[src/rtl/mc_ctrl_pkg.sv]
// Shared encodings for the multi-cycle MIPS controller: FSM states, opcode/func values,
// ALU function codes, datapath mux selects and the decoder/FSM interface structs.
package mc_ctrl_pkg;

    typedef enum logic [2:0] {
        S_FETCH  = 3'd0,
        S_DECODE = 3'd1,
        S_EXEC   = 3'd2,
        S_MEM    = 3'd3,
        S_WB     = 3'd4,
        S_HALT   = 3'd5
    } state_e;

    typedef enum logic [3:0] {
        C_RTYPE, C_IMM, C_LOAD, C_STORE, C_BRANCH,
        C_J, C_JAL, C_JR, C_SYSCALL, C_ILLEGAL
    } instr_class_e;

    localparam logic [5:0] OP_RTYPE = 6'h00;
    localparam logic [5:0] OP_J     = 6'h02;
    localparam logic [5:0] OP_JAL   = 6'h03;
    localparam logic [5:0] OP_BEQ   = 6'h04;
    localparam logic [5:0] OP_BNE   = 6'h05;
    localparam logic [5:0] OP_BLEZ  = 6'h06;
    localparam logic [5:0] OP_ADDI  = 6'h08;
    localparam logic [5:0] OP_SLTI  = 6'h0A;
    localparam logic [5:0] OP_ANDI  = 6'h0C;
    localparam logic [5:0] OP_ORI   = 6'h0D;
    localparam logic [5:0] OP_LH    = 6'h21;
    localparam logic [5:0] OP_LW    = 6'h23;
    localparam logic [5:0] OP_SH    = 6'h29;
    localparam logic [5:0] OP_SW    = 6'h2B;

    localparam logic [5:0] F_SLL     = 6'h00;
    localparam logic [5:0] F_SRL     = 6'h02;
    localparam logic [5:0] F_SRA     = 6'h03;
    localparam logic [5:0] F_SLLV    = 6'h04;
    localparam logic [5:0] F_SRLV    = 6'h06;
    localparam logic [5:0] F_SRAV    = 6'h07;
    localparam logic [5:0] F_JR      = 6'h08;
    localparam logic [5:0] F_SYSCALL = 6'h0C;
    localparam logic [5:0] F_ADD     = 6'h20;
    localparam logic [5:0] F_ADDU    = 6'h21;
    localparam logic [5:0] F_SUB     = 6'h22;
    localparam logic [5:0] F_SUBU    = 6'h23;
    localparam logic [5:0] F_AND     = 6'h24;
    localparam logic [5:0] F_OR      = 6'h25;
    localparam logic [5:0] F_XOR     = 6'h26;
    localparam logic [5:0] F_NOR     = 6'h27;
    localparam logic [5:0] F_SLT     = 6'h2A;
    localparam logic [5:0] F_SLTU    = 6'h2B;

    localparam logic [3:0] ALU_ADD  = 4'd0;
    localparam logic [3:0] ALU_SUB  = 4'd1;
    localparam logic [3:0] ALU_AND  = 4'd2;
    localparam logic [3:0] ALU_OR   = 4'd3;
    localparam logic [3:0] ALU_XOR  = 4'd4;
    localparam logic [3:0] ALU_NOR  = 4'd5;
    localparam logic [3:0] ALU_SLT  = 4'd6;
    localparam logic [3:0] ALU_SLTU = 4'd7;
    localparam logic [3:0] ALU_SLL  = 4'd8;
    localparam logic [3:0] ALU_SRL  = 4'd9;
    localparam logic [3:0] ALU_SRA  = 4'd10;

    localparam logic [1:0] PCSRC_PC4    = 2'd0;
    localparam logic [1:0] PCSRC_BRANCH = 2'd1;
    localparam logic [1:0] PCSRC_JUMP   = 2'd2;
    localparam logic [1:0] PCSRC_REG    = 2'd3;

    localparam logic [1:0] SRCB_B      = 2'd0;
    localparam logic [1:0] SRCB_FOUR   = 2'd1;
    localparam logic [1:0] SRCB_IMM    = 2'd2;
    localparam logic [1:0] SRCB_IMM_SH = 2'd3;

    localparam logic SRCA_PC = 1'b0;
    localparam logic SRCA_A  = 1'b1;

    localparam logic [1:0] DST_RT = 2'd0;
    localparam logic [1:0] DST_RD = 2'd1;
    localparam logic [1:0] DST_RA = 2'd2;

    localparam logic [1:0] WB_ALU = 2'd0;
    localparam logic [1:0] WB_MDR = 2'd1;
    localparam logic [1:0] WB_PC  = 2'd2;

    typedef struct packed {
        instr_class_e cls;
        logic [3:0]   alu_op;
        logic         signed_ext;
        logic         vshamt;
        logic         half;
    } decode_t;

    typedef struct packed {
        logic       mem_req;
        logic       mem_write;
        logic       iord;
        logic       ir_write;
        logic       pc_write;
        logic [1:0] pc_src;
        logic [3:0] alu_op;
        logic [1:0] alu_src_b;
        logic       alu_src_a;
        logic       reg_write;
        logic [1:0] reg_dst;
        logic [1:0] mem_to_reg;
        logic       signed_ext;
        logic       half_w;
        logic       vshamt;
        logic       halted;
        logic       retire;
        logic       illegal;
    } ctrl_t;

endpackage

[src/rtl/mc_instr_decode.sv]
// Combinational instruction classifier: maps OP/Func to an instruction class plus the
// ALU function, immediate extension mode, variable-shift and halfword flags.
module mc_instr_decode
    import mc_ctrl_pkg::*;
(
    input  logic [5:0] op,
    input  logic [5:0] func,
    output decode_t    dec
);

    always_comb begin
        dec = '{cls: C_ILLEGAL, alu_op: ALU_ADD, signed_ext: 1'b0, vshamt: 1'b0, half: 1'b0};
        case (op)
            OP_RTYPE: begin
                dec.cls = C_RTYPE;
                case (func)
                    F_ADD, F_ADDU: dec.alu_op = ALU_ADD;
                    F_SUB, F_SUBU: dec.alu_op = ALU_SUB;
                    F_AND:         dec.alu_op = ALU_AND;
                    F_OR:          dec.alu_op = ALU_OR;
                    F_XOR:         dec.alu_op = ALU_XOR;
                    F_NOR:         dec.alu_op = ALU_NOR;
                    F_SLT:         dec.alu_op = ALU_SLT;
                    F_SLTU:        dec.alu_op = ALU_SLTU;
                    F_SLL:         dec.alu_op = ALU_SLL;
                    F_SRL:         dec.alu_op = ALU_SRL;
                    F_SRA:         dec.alu_op = ALU_SRA;
                    F_SLLV:  begin dec.alu_op = ALU_SLL; dec.vshamt = 1'b1; end
                    F_SRLV:  begin dec.alu_op = ALU_SRL; dec.vshamt = 1'b1; end
                    F_SRAV:  begin dec.alu_op = ALU_SRA; dec.vshamt = 1'b1; end
                    F_JR:          dec.cls = C_JR;
                    F_SYSCALL:     dec.cls = C_SYSCALL;
                    default:       dec.cls = C_ILLEGAL;
                endcase
            end
            OP_J:   dec.cls = C_J;
            OP_JAL: dec.cls = C_JAL;
            OP_BEQ, OP_BNE, OP_BLEZ: begin
                dec.cls = C_BRANCH; dec.alu_op = ALU_SUB; dec.signed_ext = 1'b1;
            end
            OP_ADDI: begin dec.cls = C_IMM; dec.alu_op = ALU_ADD; dec.signed_ext = 1'b1; end
            OP_SLTI: begin dec.cls = C_IMM; dec.alu_op = ALU_SLT; dec.signed_ext = 1'b1; end
            OP_ANDI: begin dec.cls = C_IMM; dec.alu_op = ALU_AND; end
            OP_ORI:  begin dec.cls = C_IMM; dec.alu_op = ALU_OR;  end
            OP_LW:   begin dec.cls = C_LOAD;  dec.signed_ext = 1'b1; end
            OP_LH:   begin dec.cls = C_LOAD;  dec.signed_ext = 1'b1; dec.half = 1'b1; end
            OP_SW:   begin dec.cls = C_STORE; dec.signed_ext = 1'b1; end
            OP_SH:   begin dec.cls = C_STORE; dec.signed_ext = 1'b1; dec.half = 1'b1; end
            default: ;
        endcase
    end

endmodule

[src/rtl/mc_hard_wired_controller.sv]
// Multi-cycle hard-wired controller sequencing FETCH/DECODE/EXEC/MEM/WB with a memory
// ready handshake and syscall halt. Optional MC_PERF_COUNTER_EN adds cycle/instruction counters.
module mc_hard_wired_controller
    import mc_ctrl_pkg::*;
#(
    parameter int ALU_OP_W = 4,
    parameter int STATE_W  = 3
) (
    input  logic [4:0]          LOGISIM_CLOCK_TREE_0,
    input  logic                RST,
    input  logic [5:0]          OP,
    input  logic [5:0]          Func,
    input  logic                Equal,
    input  logic                LEZ,
    input  logic                SysHalt,
    input  logic                Go,
    input  logic                MemReady,
    output logic                MemReq,
    output logic                MemWrite,
    output logic                IorD,
    output logic                IRWrite,
    output logic                PCWrite,
    output logic [1:0]          PCSrc,
    output logic [ALU_OP_W-1:0] ALU_OP,
    output logic [1:0]          ALU_SrcB,
    output logic                ALU_SrcA,
    output logic                RegWrite,
    output logic [1:0]          RegDst,
    output logic [1:0]          MemToReg,
    output logic                SignedExt,
    output logic                HalfW,
    output logic                Vshamt,
    output logic                Halted,
    output logic                Retire,
    output logic                Illegal,
    output logic [STATE_W-1:0]  State
`ifdef MC_PERF_COUNTER_EN
    ,
    output logic [31:0]         CycleCnt,
    output logic [31:0]         InstrCnt
`endif
);

    logic    clk;
    logic    unused_clk_bits;
    state_e  state, next_state;
    decode_t dec;
    ctrl_t   c, ctl;
    logic    branch_taken;

    assign clk             = LOGISIM_CLOCK_TREE_0[4];
    assign unused_clk_bits = ^LOGISIM_CLOCK_TREE_0[3:0];

    mc_instr_decode u_decode (
        .op   (OP),
        .func (Func),
        .dec  (dec)
    );

    // NOTE: state registers use non-blocking assignments so every flop samples pre-edge values.
    always_ff @(posedge clk or posedge RST) begin
        if (RST) state <= S_FETCH;
        else     state <= next_state;
    end

    always_comb begin
        case (OP)
            OP_BEQ:  branch_taken = Equal;
            OP_BNE:  branch_taken = !Equal;
            default: branch_taken = LEZ;
        endcase
    end

    // NOTE: every output and next_state get a default first, so no path can infer a latch.
    always_comb begin
        c          = '0;
        c.alu_op   = ALU_ADD;
        next_state = state;
        case (state)
            S_FETCH: begin
                c.mem_req   = 1'b1;
                c.alu_src_a = SRCA_PC;
                c.alu_src_b = SRCB_FOUR;
                c.pc_src    = PCSRC_PC4;
                if (MemReady) begin
                    c.ir_write = 1'b1;
                    c.pc_write = 1'b1;
                    next_state = S_DECODE;
                end
            end
            S_DECODE: begin
                c.alu_src_b  = SRCB_IMM_SH;
                c.signed_ext = 1'b1;
                next_state   = S_EXEC;
                case (dec.cls)
                    C_J, C_JAL: begin
                        c.pc_write = 1'b1;
                        c.pc_src   = PCSRC_JUMP;
                        c.retire   = 1'b1;
                        next_state = S_FETCH;
                        if (dec.cls == C_JAL) begin
                            c.reg_write  = 1'b1;
                            c.reg_dst    = DST_RA;
                            c.mem_to_reg = WB_PC;
                        end
                    end
                    C_ILLEGAL: begin
                        c.illegal  = 1'b1;
                        c.retire   = 1'b1;
                        next_state = S_FETCH;
                    end
                    default: ;
                endcase
            end
            S_EXEC: begin
                c.alu_op     = dec.alu_op;
                c.signed_ext = dec.signed_ext;
                c.alu_src_a  = SRCA_A;
                next_state   = S_FETCH;
                case (dec.cls)
                    C_RTYPE: begin
                        c.alu_src_b = SRCB_B;
                        c.vshamt    = dec.vshamt;
                        next_state  = S_WB;
                    end
                    C_IMM: begin
                        c.alu_src_b = SRCB_IMM;
                        next_state  = S_WB;
                    end
                    C_LOAD, C_STORE: begin
                        c.alu_src_b = SRCB_IMM;
                        next_state  = S_MEM;
                    end
                    C_BRANCH: begin
                        c.pc_write = branch_taken;
                        c.pc_src   = PCSRC_BRANCH;
                        c.retire   = 1'b1;
                    end
                    C_JR: begin
                        c.pc_write = 1'b1;
                        c.pc_src   = PCSRC_REG;
                        c.retire   = 1'b1;
                    end
                    C_SYSCALL: begin
                        if (SysHalt) next_state = S_HALT;
                        else         c.retire   = 1'b1;
                    end
                    default: ;
                endcase
            end
            S_MEM: begin
                c.mem_req   = 1'b1;
                c.iord      = 1'b1;
                c.mem_write = (dec.cls == C_STORE);
                c.half_w    = dec.half;
                if (MemReady) begin
                    if (dec.cls == C_STORE) begin
                        c.retire   = 1'b1;
                        next_state = S_FETCH;
                    end else begin
                        next_state = S_WB;
                    end
                end
            end
            S_WB: begin
                c.reg_write = 1'b1;
                c.retire    = 1'b1;
                next_state  = S_FETCH;
                if (dec.cls == C_LOAD) begin
                    c.mem_to_reg = WB_MDR;
                    c.reg_dst    = DST_RT;
                end else begin
                    c.mem_to_reg = WB_ALU;
                    c.reg_dst    = (dec.cls == C_RTYPE) ? DST_RD : DST_RT;
                end
            end
            S_HALT: begin
                c.halted = 1'b1;
                if (Go) next_state = S_FETCH;
            end
            default: next_state = S_FETCH;
        endcase
    end

    // Held low during RST so an in-flight request is dropped at once, not at the next edge.
    assign ctl = RST ? '0 : c;

    assign MemReq    = ctl.mem_req;
    assign MemWrite  = ctl.mem_write;
    assign IorD      = ctl.iord;
    assign IRWrite   = ctl.ir_write;
    assign PCWrite   = ctl.pc_write;
    assign PCSrc     = ctl.pc_src;
    assign ALU_OP    = ALU_OP_W'(ctl.alu_op);
    assign ALU_SrcB  = ctl.alu_src_b;
    assign ALU_SrcA  = ctl.alu_src_a;
    assign RegWrite  = ctl.reg_write;
    assign RegDst    = ctl.reg_dst;
    assign MemToReg  = ctl.mem_to_reg;
    assign SignedExt = ctl.signed_ext;
    assign HalfW     = ctl.half_w;
    assign Vshamt    = ctl.vshamt;
    assign Halted    = ctl.halted;
    assign Retire    = ctl.retire;
    assign Illegal   = ctl.illegal;
    assign State     = STATE_W'(state);

`ifdef MC_PERF_COUNTER_EN
    always_ff @(posedge clk or posedge RST) begin
        if (RST) begin
            CycleCnt <= '0;
            InstrCnt <= '0;
        end else begin
            if (state != S_HALT) CycleCnt <= CycleCnt + 32'd1;
            if (c.retire)        InstrCnt <= InstrCnt + 32'd1;
        end
    end
`endif

endmodule

[config.mk]
export PLATFORM = sky130hd
export DESIGN_NAME = mc_hard_wired_controller
export DESIGN_NICKNAME = d
export VERILOG_FILES = /design/src/rtl/mc_ctrl_pkg.sv /design/src/rtl/mc_instr_decode.sv /design/src/rtl/mc_hard_wired_controller.sv
export SDC_FILE = /design/constraint.sdc
export NUM_CORES = 1
export LEC_CHECK = 0
export ABC_CLOCK_PERIOD_IN_PS = 4000
export BUFFER_PORTS_ARGS = -buffer_cell sky130_fd_sc_hd__buf_4
export CAP_MARGIN = 0
export CORE_MARGIN = 3
export CORE_UTILIZATION = 35
export CTS_BUF_LIST = sky130_fd_sc_hd__clkbuf_2 sky130_fd_sc_hd__clkbuf_4 sky130_fd_sc_hd__clkbuf_8
export CTS_CLUSTER_SIZE = 24
export DETAILED_ROUTE_END_ITERATION = 10
export PLACE_DENSITY = 0.73
export RECOVER_POWER = 25
export SLEW_MARGIN = 5
export SYNTH_ARGS = -nofsm -noshare
export SYNTH_HDL_FRONTEND = slang
export SYNTH_SLANG_ARGS = --single-unit
export TNS_END_PERCENT = 30
[constraint.sdc]
create_clock -name LOGISIM_CLOCK_TREE_0 -period 4 [get_ports LOGISIM_CLOCK_TREE_0]
set_input_delay 0.8 -clock LOGISIM_CLOCK_TREE_0 [delete_from_list [all_inputs] [get_ports LOGISIM_CLOCK_TREE_0]]
set_output_delay 0.8 -clock LOGISIM_CLOCK_TREE_0 [all_outputs]
set_load 0.03 [all_outputs]
==> results.yml, run 1 <==
timing:
  slew_headroom_pct: 56.67
  fin_ws_ps: 548.2
  fmax_ghz: 0.2897
  maxSlewViolCount: 0
  whs_ps: 506.7
  period_needed_ps: 3452
  finalSetupViolCount: 0
  finClkSkew_ps: 7.426
  setup_tns_ps: 0
  tightest_slew_ps: 649.9
  min_period_over_period_pct: 86.29
  rsz0062_at_grt: "false"
  hold_viol_final: 0
clock_network:
  path_clk_slew_ps: 40
  cts_tree: "built"
  cts_made_buffers: 3
  cts-root-buf: "clkbuf_4"
  cts_max_level: 1
  hold_buffers: 0
  post_cts_buffers: 0
  cts_resized: 0
  cts.sinks: 3
  worstSkewPairLatency_ps: 240
  clockBufferDepth: 2
critical_path:
  worstSetupStartpointType: "input pin"
  crit_arrival_ps: 2650
  critPathLaunch: "OP[1]"
  crit_path_max_fanout: 16
  rrSetupSlack_ps: 2380
  cp_slowest_stage_delay_ps: 480
  slowest_stage: "clkbuf_1"
  rr_endpoint: "State[2]$_DFFE_PP0P_"
  r2r-start: "State[0]$_DFFE_PP0P_"
  endpoint_kind: "output port"
  critical_path.endpoint: "ALU_SrcB[1]"
  critPathKind: "input pin to output port"
  reg2reg_depth: 5
  cp.required_ps: 3200
  crit_chain: "clkbuf_1, nor2b_1, o21ba_1, o31ai_1, a21o_2, o41ai_2, buf_4"
pwr:
  p_leak_nw: 0.6158
  power.density_nw_per_um2: 225.2
  vdd_ir_drop_max_uv: 133.3
floorplanning:
  die_x_um: 62.85
  coreArea_sq_um: 3078
  initial_core_util_pct: 36.75
  io-pin-count: 51
  rows: 20
  die_area_sq_um: 3949
  die_h_um: 62.85
yosys:
  synth-main-ff-cell: "dfrtp_1"
  synth-seq-cells: 3
  synth_edf_count: 0
  avgSynthCellArea_sq_um: 6.284
  synth_warnings: 0
  async_flop_share_pct: 100.0
  netlist_area_sq_um: 1131
  yosysTopAreaCellShare_pct: 7.633
  yosysUniqueCellTypes: 55
  synth-seq-area-share_pct: 6.637
  synth_commonest_cells: "nor2_1 (23), nand2_1 (20), a21oi_1 (10), nor2b_1 (9), buf_2 (8)"
  synthCells: 180
  synth.area.top_cells: "nor2_1 (7.6%), dfrtp_1 (6.6%), nand2_1 (6.6%)"
  syn_nets: 203
  yosysMostFrequentCell: "nor2_1"
  synth_top_cell_by_area: "nor2_1"
flow_run:
  cap_violations: 0
placed_design:
  port_buffers: 46
  placed_area_sq_um: 1435
  place_ws_ps: 901.1
  dp_hpwl_um: 2605
  gp_congestion: 0.9397
global_route:
  grt_max_degree: 18
  grt_pass1_vias: 1190
  grt_usage_pct: 16.62
  grt_pass1_wl_um: 5492
  overflow: 0
  grt_antenna_before_repair: 0
routing:
  dr.pass1.iters: 5
  first_iter_violations: 105
  vias_per_cell: 5.383
  route.detailed.drc: 0
  ant_nets: 0
  wl_per_cell_um: 13.39
  finalWirelength_um: 3429
  vias: 1378
outcome:
  status: "finished, final reports clean"
layout:
  area_delta_synth_final_pct: 27.88
  antenna_cells: 0
  largest_reg_flops: 3
  drive_gt1_share_pct: 26.89
  nets: 236
  finalInstanceArea_sq_um: 1446
  fillers: 346
min_path:
  hold_path_class: "input pin to async pin"
-- cell usage in the layout (no fill, tap or decap), types with 2 or more instances in the layout --
cell type / instances
nor2b_1: 9
o211ai_1: 3
o21ai_0: 8
a211oi_1: 5
nand3_1: 6
nor3b_1: 3
o21ai_1: 5
mux2i_1: 2
nor2_1: 23
clkbuf_1: 5
dfrtp_1: 3
a21oi_1: 10
o311a_1: 2
inv_2: 3
inv_1: 7
a22oi_1: 3
nand2_1: 20
nor3_1: 4
xor2_1: 2
clkbuf_4: 4
nor4_1: 4
o41ai_2: 2
nor3_2: 2
buf_4: 41
nand2b_1: 3
and2_1: 4
nor4b_2: 2
-- worst min-delay path by stage --
stage                               from              endpoint  slack, ps  cells past startpoint
finish                               RST  State[1]$_DFFE_PP0P_        510                      2
floorplan                            RST  State[0]$_DFFE_PP0P_        570                      1
global route                         RST  State[1]$_DFFE_PP0P_        530                      2
global placement                     RST  State[2]$_DFFE_PP0P_        730                      2
detailed placement  State[2]$_DFFE_PP0P_  State[1]$_DFFE_PP0P_        730                      1
CTS                                  RST  State[2]$_DFFE_PP0P_        490                      2
-- stage by stage --
stage,total power [mW],util [%],std cells
after floorplan,0.2032,-,180
after global placement,0.2671,46.63,252
after detailed placement,0.2667,46.63,252
after CTS,0.3308,47.60,256
after global routing,0.3485,46.99,256
final,0.3257,46.99,256
-- metal layers --
layer	up-vias	global-route usage [%]	wire, um
li1	719	-	-
met1	611	23.68	1706
met2	43	26.36	1539
met3	5	1.439	145
met4	0	4.959	37
met5	-	0	0
-- layout make-up --
class / count / area (sq um) / area share (%)
tap: 44 / 55.05 / 3.806
inverter: 10 / 37.54 / 2.595
multi-input combinational: 149 / 922.1 / 63.75
clock buffer: 4 / 30.03 / 2.076
timing repair buffer: 46 / 326.6 / 22.58
sequential: 3 / 75.07 / 5.190
-- cell families (layout without fill, tap and decap cells) --
family / count (synthesis) / after routing / share of synthesized area, %
buffers and inverters: 28 / 60 / 11.84
AOI/OAI and AO/OA: 53 / 53 / 33.52
muxes: 2 / 2 / 1.770
xor gates and xnor gates: 3 / 3 / 2.323
DFF: 3 / 3 / 6.637
and+or+nand+nor: 91 / 91 / 43.92
-- critical path: cells and delay by family --
kind            cells  cell delay [ps]
compound gates      4              840
buf+inv             2              700
simple gates        1              310
-- power by group --
part,total (mW),internal [mW],switching [mW]
clock network,0.0623,0.0443,0.0180
registers,0.0551,0.0352,0.0199
logic,0.208,0.0804,0.128
total,0.326,0.160,0.166
(Power assumes the default switching activity.)
==> inputs of run 2 (changes only) <==
--- a/config.mk
+++ b/config.mk
@@ -10,7 +10,6 @@
 export CAP_MARGIN = 0
 export CORE_MARGIN = 3
 export CORE_UTILIZATION = 35
-export CTS_BUF_LIST = sky130_fd_sc_hd__clkbuf_2 sky130_fd_sc_hd__clkbuf_4 sky130_fd_sc_hd__clkbuf_8
 export CTS_CLUSTER_SIZE = 24
 export DETAILED_ROUTE_END_ITERATION = 10
 export PLACE_DENSITY = 0.73
==> results.yml, run 2 (synthesis gave the netlist of run 1 again) <==
routing:
  route.detailed.drc: 0
  ant_nets: 0
  dr.pass1.iters: 5
  vias: 1378
  finalWirelength_um: 3428
  wl_per_cell_um: 13.39
  first_iter_violations: 105
  vias_per_cell: 5.383
critical_path:
  r2r-start: "State[0]$_DFFE_PP0P_"
  crit_family: "compound AO/OA/AOI/OAI gates"
  reg2reg_depth: 5
  cp.depth: 7
  rrSetupSlack_ps: 2380
  crit_chain: "clkbuf_1, nor2b_1, o21ba_1, o31ai_1, a21o_2, o41ai_2, buf_4"
  slowest_stage: "clkbuf_1"
  rr_endpoint: "State[2]$_DFFE_PP0P_"
  crit_arrival_ps: 2650
  worstSetupStartpointType: "input pin"
  cp_slowest_stage_delay_ps: 480
  endpoint_kind: "output port"
  crit_path_max_fanout: 16
  crit_buf_inv: 2
  cp.required_ps: 3200
  critPathKind: "input pin to output port"
outcome:
  status: "finished, final reports clean"
floorplanning:
  die_h_um: 62.85
  rows: 20
  initial_core_util_pct: 36.75
  die_x_um: 62.85
  io-pin-count: 51
  coreArea_sq_um: 3078
  die_area_sq_um: 3949
pwr:
  p_leak_nw: 0.6123
  vdd_ir_drop_max_uv: 133.3
  power.density_nw_per_um2: 221.1
clock_network:
  hold_buffers: 0
  path_clk_slew_ps: 40
  cts.sinks: 3
  worstSkewPairLatency_ps: 240
  cts_made_buffers: 3
  cts_tree: "built"
  cts_resized: 0
  clockBufferDepth: 2
  cts-root-buf: "clkbuf_4"
  post_cts_buffers: 0
  cts_max_level: 1
layout:
  finalInstanceArea_sq_um: 1443
  nets: 236
  final_util_pct: 46.87
  layout_commonest_cell: "buf_4"
  largest_reg_flops: 3
  drive_gt1_share_pct: 26.42
  antenna_cells: 0
  layout_common_cells: "buf_4 (41), nor2_1 (23), nand2_1 (20)"
  area_delta_synth_final_pct: 27.54
timing:
  hold_viol_final: 0
  finClkSkew_ps: 7.390
  period_needed_ps: 3452
  setup_tns_ps: 0
  min_period_over_period_pct: 86.29
  fmax_ghz: 0.2897
  tightest_slew_ps: 649.9
  finalSetupViolCount: 0
  slew_headroom_pct: 56.67
  maxSlewViolCount: 0
  rsz0062_at_grt: "false"
global_route:
  grt_max_degree: 18
  grt_antenna_before_repair: 0
  grt_usage_pct: 16.62
  grt_pass1_wl_um: 5492
  overflow: 0
  grt_pass1_vias: 1190
flow_run:
  cap_violations: 0
min_path:
  hold_path_class: "input pin to async pin"
placed_design:
  gp_congestion: 0.9397
  placed_area_sq_um: 1435
  port_buffers: 46
  dp_hpwl_um: 2605
run 2: cell counts in the layout (fill, tap and decap cells not counted):
Identical to the previous run, type by type.
run 2: cell type report:
cell class	count	area [sq um]
multi-input combinational	149	922.1
tap	44	55.05
inverter	10	37.54
sequential	3	75.07
fill	348	1635
timing repair buffer	46	326.6
clock buffer	4	26.28
run 2: metal layers:
layer,wire length [um],part of all wire (%),vias to the layer above,global-route usage (%)
li1,-,-,719,-
met1,1705,50,611,23.68
met2,1540,45,43,26.36
met3,145,4.2,5,1.439
met4,37,1.1,0,4.959
met5,0,0,-,0
run 2: power by group:
group          leakage, nW  total (mW)  internal [mW]  switching, mW
Combinational        0.557       0.208         0.0804          0.128
Sequential          0.0400      0.0551         0.0352         0.0199
Clock               0.0150      0.0556         0.0375         0.0180
run 2: how the worst max path moves through the flow:
| stage | startpoint | to |
|---|---|---|
| finish | OP[1] | ALU_SrcB[1] |
| global route | OP[1] | ALU_SrcB[1] |
| CTS | OP[2] | Retire |
| detailed placement | OP[2] | Retire |
| global placement | OP[2] | Retire |
| floorplan | OP[0] | RegWrite |
run 2: through the flow:
stage               power (mW)  cells  setup slack (ps)  hold slack, ps
floorplan               0.2032    180             463.0           570.3
global placement        0.2671    252             876.5           728.7
global route            0.3418    256             398.9           534.1
CTS                     0.3239    256             888.0           486.8
detailed placement      0.2667    252             901.1           732.1
finish                  0.3189    256             548.2           506.7
